[config.mk]
export PLATFORM = sky130hd
export DESIGN_NAME = debounce_sync
export DESIGN_NICKNAME = d
export VERILOG_FILES = /design/src/rtl/debounce_pkg.sv /design/src/rtl/sync_chain.sv /design/src/rtl/debounce_sync.sv
export SDC_FILE = /design/constraint.sdc
export NUM_CORES = 1
export LEC_CHECK = 0
export ABC_AREA = 1
export BUFFER_PORTS_ARGS = -buffer_cell sky130_fd_sc_hd__buf_2
export CORE_MARGIN = 2
export CORE_UTILIZATION = 50
export DETAILED_ROUTE_END_ITERATION = 10
export HOLD_SLACK_MARGIN = 0.05
export PLACE_DENSITY = 0.72
export RECOVER_POWER = 50
export SETUP_SLACK_MARGIN = 0.4
export SLEW_MARGIN = 10
export SYNTH_ARGS = -nofsm -noshare
export SYNTH_HDL_FRONTEND = slang
export SYNTH_SLANG_ARGS = --single-unit
[constraint.sdc]
create_clock -name clk -period 1.6 [get_ports clk]
set_clock_uncertainty 0.2 [all_clocks]
set_input_delay 0.48 -clock clk [delete_from_list [all_inputs] [get_ports clk]]
set_output_delay 0.48 -clock clk [all_outputs]
set_load 0.05 [all_outputs]
[src/rtl/debounce_pkg.sv]
// Shared types and helpers for the debounce/synchroniser block.
package debounce_pkg;

  // Filter state. Bit 1 equals the debounced level of the state, so the
  // two HIGH-side states (IDLE_HIGH, WAIT_LOW) share d_out = 1.
  typedef enum logic [1:0] {
    IDLE_LOW  = 2'b00,
    WAIT_HIGH = 2'b01,
    IDLE_HIGH = 2'b11,
    WAIT_LOW  = 2'b10
  } state_t;

  // Width of the stable-time counter: wide enough to hold STABLE_CYCLES.
  function automatic int unsigned cnt_width(input int unsigned stable_cycles);
    return $clog2(stable_cycles + 1);
  endfunction

endpackage

[src/rtl/sync_chain.sv]
// Plain flop chain that brings an asynchronous level into the clk domain.
module sync_chain #(
  parameter int unsigned SYNC_STAGES = 2
) (
  input  logic clk,
  input  logic reset,
  input  logic i_d,
  output logic o_q
);

  logic [SYNC_STAGES-1:0] r_sync;

  // Shift the raw input through SYNC_STAGES flops with no logic in between.
  always_ff @(posedge clk or posedge reset) begin
    if (reset) begin
      r_sync <= '0;
    end else begin
      r_sync <= {r_sync[SYNC_STAGES-2:0], i_d};
    end
  end

  assign o_q = r_sync[SYNC_STAGES-1];

endmodule

[src/rtl/debounce_sync.sv]
// Synchronises a bouncy input, filters it with a stable-time counter and
// produces a clean level plus one-cycle rise/fall pulses.
module debounce_sync
  import debounce_pkg::*;
#(
  parameter int unsigned SYNC_STAGES   = 2,
  parameter int unsigned STABLE_CYCLES = 16
) (
  input  logic clk,
  input  logic reset,
  input  logic btn_in,
  output logic d_out,
  output logic rise_pulse,
  output logic fall_pulse,
  output logic busy
);

  localparam int unsigned CW = cnt_width(STABLE_CYCLES);
  localparam logic [CW-1:0] CNT_ZERO = '0;
  localparam logic [CW-1:0] CNT_ONE  = CW'(1);
  localparam logic [CW-1:0] CNT_LAST = CW'(STABLE_CYCLES - 1);

  // Synchronised input: the only view of btn_in the filter ever uses.
  logic w_s;

  state_t        r_state;
  state_t        w_state_next;
  logic [CW-1:0] r_cnt;
  logic [CW-1:0] w_cnt_next;
  logic          r_d_out;
  logic          w_d_out_next;
  logic          r_rise;
  logic          w_rise_next;
  logic          r_fall;
  logic          w_fall_next;
  logic          r_busy;
  logic          w_busy_next;

  sync_chain #(
    .SYNC_STAGES(SYNC_STAGES)
  ) u_sync (
    .clk  (clk),
    .reset(reset),
    .i_d  (btn_in),
    .o_q  (w_s)
  );

  // State and counter registers.
  always_ff @(posedge clk or posedge reset) begin
    if (reset) begin
      r_state <= IDLE_LOW;
      r_cnt   <= CNT_ZERO;
    end else begin
      r_state <= w_state_next;
      r_cnt   <= w_cnt_next;
    end
  end

  // Registered outputs; busy is registered from the next state so it is
  // high exactly while the state register holds a WAIT state.
  always_ff @(posedge clk or posedge reset) begin
    if (reset) begin
      r_d_out <= 1'b0;
      r_rise  <= 1'b0;
      r_fall  <= 1'b0;
      r_busy  <= 1'b0;
    end else begin
      r_d_out <= w_d_out_next;
      r_rise  <= w_rise_next;
      r_fall  <= w_fall_next;
      r_busy  <= w_busy_next;
    end
  end

  // Next-state, counter and output decode. A WAIT state that sees the
  // original level again drops straight back to its IDLE state, so the next
  // change always restarts counting from 1.
  always_comb begin
    w_state_next = r_state;
    w_cnt_next   = r_cnt;
    w_d_out_next = r_d_out;
    w_rise_next  = 1'b0;
    w_fall_next  = 1'b0;

    case (r_state)
      IDLE_LOW: begin
        if (w_s) begin
          w_state_next = WAIT_HIGH;
          w_cnt_next   = CNT_ONE;
        end
      end

      WAIT_HIGH: begin
        if (!w_s) begin
          w_state_next = IDLE_LOW;
          w_cnt_next   = CNT_ZERO;
        end else if (r_cnt == CNT_LAST) begin
          w_state_next = IDLE_HIGH;
          w_cnt_next   = CNT_ZERO;
          w_d_out_next = 1'b1;
          w_rise_next  = 1'b1;
        end else begin
          w_cnt_next   = r_cnt + CNT_ONE;
        end
      end

      IDLE_HIGH: begin
        if (!w_s) begin
          w_state_next = WAIT_LOW;
          w_cnt_next   = CNT_ONE;
        end
      end

      WAIT_LOW: begin
        if (w_s) begin
          w_state_next = IDLE_HIGH;
          w_cnt_next   = CNT_ZERO;
        end else if (r_cnt == CNT_LAST) begin
          w_state_next = IDLE_LOW;
          w_cnt_next   = CNT_ZERO;
          w_d_out_next = 1'b0;
          w_fall_next  = 1'b1;
        end else begin
          w_cnt_next   = r_cnt + CNT_ONE;
        end
      end

      default: begin
        w_state_next = IDLE_LOW;
        w_cnt_next   = CNT_ZERO;
        w_d_out_next = 1'b0;
      end
    endcase

    w_busy_next = (w_state_next == WAIT_HIGH) || (w_state_next == WAIT_LOW);
  end

  assign d_out      = r_d_out;
  assign rise_pulse = r_rise;
  assign fall_pulse = r_fall;
  assign busy       = r_busy;

endmodule

==> impl_metrics.csv, run 1 <==
group,metric,value,unit
status,outcome,"finished with violations",
status,violations,"hold timing, setup timing",
cts,htreeDepth,1,
global_routing,grt_pass1_vias,742,
timing,slew_headroom,66.3,%
setup_path,endpoint_kind,"flop",
placement,post-place-ws,-0.0260,ns
cts,clk_pin_slew_worst_paths,0.09,ns
timing,fmax,595,MHz
timing,setup_viol_count_final,6,
route,routed-via-count,801,
setup_path,cp_cell_sequence,"ha_4 -> inv_2 -> nand2_1 -> o21a_1 -> inv_2 -> buf_6 -> nor2_2 -> a31oi_1",
layout,area_growth,55.6,%
setup_path,cp_slowest_cell,"dfrtp_2",
global_routing,antenna_found_initial,0,
layout,final_cells,138,
timing,hold_violations,5,
route,routed_wl,2.30,mm
power,power_leakage,0.000571,uW
timing,worst_slew_pin_slew,0.505,ns
timing,setup_ws,-0.0806,ns
setup_path,crit_fanout,4,
placement,place_inst,121,
floorplan,start_util,55.3,%
power,power.density,1210,mW/mm^2
floorplan,die_area,0.00182,sq mm
setup_path,startpoint_type,"flop",
setup_path,critical_path_class,"flop to flop",
cts,cts_buffer_depth,2,
timing,hold_slack,-0.00241,ns
cts,cts_tree,"yes",
layout,fin_nets,133,
setup_path,path_common_cell,"inv_2",
synthesis,syn-cell-area,747,sq um
layout,diodes,0,
synthesis,avgSynthCellArea,8.03,sq um
power,vdd_drop_max,796,uV
global_routing,track_usage,25.5,%
placement,hpwl,1.12,mm
floorplan,die_h,42.7,um
job,drv_cap,0,
timing,finalMaxSlewViolations,0,
timing,fin_crit,1.68,ns
cts,cts_inserted_buffers,3,
synthesis,synth_cells,93,
cts,root_buffer,"clkbuf_4",
setup_path,crit_required,1.60,ns
power,p_clk_share,16.0,%
power,switching_power,588,uW
setup_path,crit_path_start,"r_state[0]",
power,swShare,42.0,%
synthesis,synth.net_count,102,
floorplan,core,0.00135,sq mm
global_routing,grt_max_degree,14,
timing,finalCritPeriodShare,105,%
global_routing,grt.overflow.total,0,
route,via_per_inst,5.80,
setup_path,arrival,1.68,ns
synthesis,ys_warn_count,0,
synthesis,ys_seq_elements,13,
setup_path,slowest_delay,0.49,ns
worst_hold_path,hp-class,"input port to asynchronous set/reset pin",
route,drtAntennaViolNets,0,
route,avgRoutedWirePerCell,16.7,um
global_routing,grt_pass1_wl,3.41,mm
power,combPwrFrac,51.9,%
timing,setup_tns,-0.317,ns
floorplan,die_x,42.7,um
route,first_pass_iters,4,
route,drc,0,
floorplan,ios,7,
route,drtIter0Drc,63,
cts,cts.sinks,13,
power,sequentialPowerShare,32.2,%
layout,fin_util,86.1,%
layout,layout-drive-gt1-share,52.0,%
synthesis,ys_types,20,
power,internal_power,813,uW
cts,clk_latency,0.29,ns
setup_path,r2r_start,"r_state[0]",
synthesis,ys_seq_area_share,43.6,%
placement,numPortBuffers,6,
timing,grt_setup_unrepaired,"true",
placement,gp_congestion,0.873,
floorplan,row_count,13,
final timing paths:
check / endpoint / slack (ns) / depth (start not counted)
max: r_cnt[0] / -0.08 / 8
min: r_cnt[3] / -0.002 / 2
max reg2reg: r_cnt[0] / -0.08 / 8
min reg2reg: u_sync.r_sync[1] / 0.17 / 0
max in group asynchronous: u_sync.r_sync[1] / 0.84 / 2
min in group clk: u_sync.r_sync[0] / 0.09 / 1
layout make-up:
cell class                      count  area [sq um]
Sequential cell                    13           333
Fill cell                          68           188
Tap cell                           15          18.8
Timing Repair Buffer               26           235
Inverter                           14          57.6
Clock buffer                        4          26.3
Multi-Input combinational cell     66           492
Yosys cell counts, drive strengths merged:
cell	n	share of area [%]
o21a	1	1.0
inv	14	7.0
o31ai	2	2.0
o21ai	3	2.0
a21oi	1	0.67
nand3b	1	1.0
a31oi	1	0.84
o211ai	1	1.0
nand3	13	9.4
ha	6	10
nor2	6	3.4
or2	1	0.84
nand4	1	1.7
dfrtp	13	44
xor2	1	1.2
nand2	28	14
registers in the layout, summed over array words and instances, names as in the netlist:
register       cells
u_sync.r_sync      2
r_cnt              5
d_out              1
fall_pulse         1
busy               1
r_state            2
rise_pulse         1
layer usage:
| layer | share of wire [%] | global-route usage, % | vias to the layer above | wire length (um) |
|---|---|---|---|---|
| li1 | - | - | 360 | - |
| met1 | 42 | 32.6 | 369 | 978 |
| met2 | 46 | 40.0 | 55 | 1060 |
| met3 | 6.6 | 6.38 | 17 | 153 |
| met4 | 5.0 | 11.9 | 0 | 116 |
| met5 | 0 | 0 | - | 0 |
cell usage in the layout, fill, tap and decap left out, drive strengths merged:
cell type / Yosys / routed
buf: 0 / 26
inv: 14 / 14
o21ai: 3 / 3
a21oi: 1 / 1
o21a: 1 / 1
nor2: 6 / 6
dfrtp: 13 / 13
nand2: 28 / 28
nand4: 1 / 1
or2: 1 / 1
o31ai: 2 / 2
clkbuf: 0 / 4
o211ai: 1 / 1
a31oi: 1 / 1
nand3: 13 / 13
ha: 6 / 6
nand3b: 1 / 1
xor2: 1 / 1
per-stage QoR:
stage,area [sq um],hold WS (ns),power (uW)
floorplan,778,0.131,758
global placement,880,0.140,864
detailed placement,880,0.149,871
CTS,1090,0.0197,1270
global route,1160,0.0557,1460
finish,1160,-0.00241,1400
power groups by stage:
stage          logic (uW)  clock network, uW  registers, uW
4_1_cts               612                217            436
5_1_grt               769                239            455
2_1_floorplan         284                  0            474
3_3_place_gp          436                  0            428
6_report              726                224            450
3_5_place_dp          440                  0            431
critical path: cells and delay by family (launching register included):
family / cells / cell delay (ns)
flops: 1 / 0.49
compound gates: 2 / 0.32
buf+inv: 3 / 0.30
fa+ha+maj: 1 / 0.20
simple gates: 2 / 0.09
cell families (layout without fill, tap and decap cells):
kind of cell | count (synthesis) | in the layout | share of synthesized area (%)
AO/OA/AOI/OAI | 9 | 9 | 7.54
XOR/XNOR | 1 | 1 | 1.17
adder cells (fa/ha/maj) | 6 | 6 | 10.0
buffers and inverters | 14 | 44 | 7.04
flip-flops | 13 | 13 | 43.6
AND/OR/NAND/NOR | 50 | 50 | 30.7
timing repair:
item                                    4_1_cts  5_1_grt
resized for setup                            28       16
endpoints found under the setup margin       15       15
pin swaps                                     7       10
buffers inserted                             12        1
endpoints found under the hold margin        13        0
Power figures use the tool's default switching activity.
==> run 2, diff against run 1 <==
--- a/config.mk
+++ b/config.mk
@@ -8,10 +8,10 @@
 export ABC_AREA = 1
 export BUFFER_PORTS_ARGS = -buffer_cell sky130_fd_sc_hd__buf_2
 export CORE_MARGIN = 2
-export CORE_UTILIZATION = 50
+export CORE_UTILIZATION = 45
 export DETAILED_ROUTE_END_ITERATION = 10
 export HOLD_SLACK_MARGIN = 0.05
-export PLACE_DENSITY = 0.72
+export PLACE_DENSITY = 0.66
 export RECOVER_POWER = 50
 export SETUP_SLACK_MARGIN = 0.4
 export SLEW_MARGIN = 10
==> impl_metrics.csv, run 2 (synthesis results as in run 1) <==
group,metric,value,unit
floorplan,die_area,0.00200,sq mm
setup_path,crit_required,1.60,ns
floorplan,ios,7,
setup_path,crit_fanout,5,
floorplan,die_h,44.7,um
cts,cts.sinks,13,
timing,setup_tns,-0.0155,ns
floorplan,row_count,14,
timing,setup_ws,-0.0155,ns
timing,grt_setup_unrepaired,"true",
placement,numPortBuffers,6,
global_routing,grt.overflow.total,0,
worst_hold_path,hp-class,"input port to asynchronous set/reset pin",
layout,multi_input_area,467,sq um
route,routed-via-count,711,
power,vdd_drop_max,939,uV
layout,diodes,0,
setup_path,reg2reg_to,"r_cnt[3]",
timing,slew_headroom,68.0,%
layout,fin_nets,129,
cts,cts_inserted_buffers,3,
global_routing,track_usage,18.5,%
placement,hpwl,1.10,mm
cts,clk_pin_slew_worst_paths,0.08,ns
route,first_pass_iters,5,
timing,worst_slew_pin_slew,0.479,ns
timing,finalCritPeriodShare,101,%
status,outcome,"finished with violations",
power,swShare,39.9,%
setup_path,crit_path_start,"r_state[0]",
floorplan,start_util,49.0,%
setup_path,cp_cell_sequence,"ha_2 -> inv_2 -> nand2_1 -> o21a_1 -> inv_2 -> nand3_2 -> o31ai_2",
setup_path,path_common_cell,"inv_2",
route,routed_wl,1.71,mm
layout,fin_util,71.9,%
route,drc,0,
placement,gp_congestion,0.845,
cts,htreeDepth,1,
layout,largestRegisters,"r_cnt: 5 flops, r_state: 2 flops, u_sync.r_sync: 2 flops",
placement,post-place-ws,-0.0431,ns
global_routing,grt_max_degree,14,
setup_path,endpoint_kind,"flop",
power,combPwrFrac,47.5,%
setup_path,cp_slowest_cell,"dfrtp_2",
power,power.density,1130,mW/mm^2
layout,regArea,332,sq um
layout,area_growth,46.7,%
setup_path,critical_path_class,"flop to flop",
setup_path,startpoint_type,"flop",
job,drv_cap,0,
layout,largest-register,"r_cnt",
layout,layout_commonest_cell,"nand2_1",
layout,nFillCells,120,
route,drtAntennaViolNets,0,
route,via_per_inst,5.27,
layout,largest_register_ffs,5,
route,avgRoutedWirePerCell,12.6,um
setup_path,arrival,1.61,ns
cts,clk_latency,0.28,ns
global_routing,grt_pass1_wl,2.66,mm
power,sequentialPowerShare,36.0,%
timing,setup_viol_count_final,1,
timing,hold_violations,6,
setup_path,reg2reg_depth,7,
layout,final_cell_mix,"nand2_1 (24), buf_4 (14), nand3_1 (11)",
status,violations,"hold timing, setup timing",
power,switching_power,493,uW
setup_path,r2r_start,"r_state[0]",
timing,hold_slack,-0.00292,ns
global_routing,grt_pass1_vias,640,
cts,cts_buffer_depth,2,
power,internal_power,741,uW
route,drtIter0Drc,16,
power,p_clk_share,16.5,%
layout,layout-drive-gt1-share,47.1,%
setup_path,slowest_delay,0.46,ns
power,power_leakage,0.000541,uW
setup_path,endpoint,"r_cnt[3]",
floorplan,core,0.00152,sq mm
floorplan,die_x,44.7,um
timing,fmax,619,MHz
timing,finalMaxSlewViolations,0,
setup_path,r2r_setup_slack,-0.02,ns
global_routing,antenna_found_initial,0,
timing,fin_crit,1.62,ns
cts,cts_tree,"yes",
cts,root_buffer,"clkbuf_4",
## run 2: cell types whose count changed in the layout (fill, tap and decap cells not counted), sizes merged
cell  delta
buf      -4
## run 2: through the flow
step           cell area [sq um]  power (uW)  cells
2_1_floorplan                778         758     93
3_3_place_gp                 866         846    120
3_5_place_dp                 866         854    120
4_1_cts                     1040        1210    132
5_1_grt                     1100        1320    135
6_report                    1100        1230    135
## run 2: worst min-delay path by stage
stage	endpoint	slack, ns	cells after the start
finish	r_cnt[0]	-0.003	2
floorplan	u_sync.r_sync[1]	0.13	0
global placement	u_sync.r_sync[1]	0.14	0
CTS	r_cnt[0]	0.03	2
global route	r_cnt[0]	0.04	2
detailed placement	u_sync.r_sync[1]	0.14	0
## run 2: worst max-delay path, delay by kind of cell, from the launching register on
family	cells	cell delay, ns
simple gates	2	0.15
compound gates	2	0.35
flops	1	0.46
buf+inv	2	0.17
fa+ha+maj	1	0.21
## run 2: timing repair
item | in CTS | in global routing
endpoints found under the setup margin | 15 | 15
hold endpoints to repair | 13 | 9
gates resized for setup | 27 | 9
pin swaps | 6 | 2
setup buffers | 8 | 3
## run 2: power by group through the flow
| stage | Combinational [uW] | Sequential [uW] | Clock (uW) |
|---|---|---|---|
| after global placement | 411 | 435 | 0 |
| after global routing | 636 | 451 | 232 |
| after CTS | 563 | 438 | 212 |
| after floorplan | 284 | 474 | 0 |
| final | 586 | 444 | 204 |
| after detailed placement | 418 | 436 | 0 |
## run 2: area by class of cell
| cell class | count | area share (%) |
|---|---|---|
| flip-flops and latches | 13 | 30.3 |
| clock buffers | 4 | 2.40 |
| repair buffers | 22 | 17.7 |
| multi-input cells | 66 | 42.6 |
| inverters | 14 | 5.25 |
| well taps | 16 | 1.83 |
## run 2: routing by layer
metal,GRT usage (%),part of all wire [%],up-vias
met1,23.8,46,338
met3,6.00,5.2,3
li1,-,-,350
met2,30.4,48,20
met4,3.64,0.65,0
met5,0,0,-
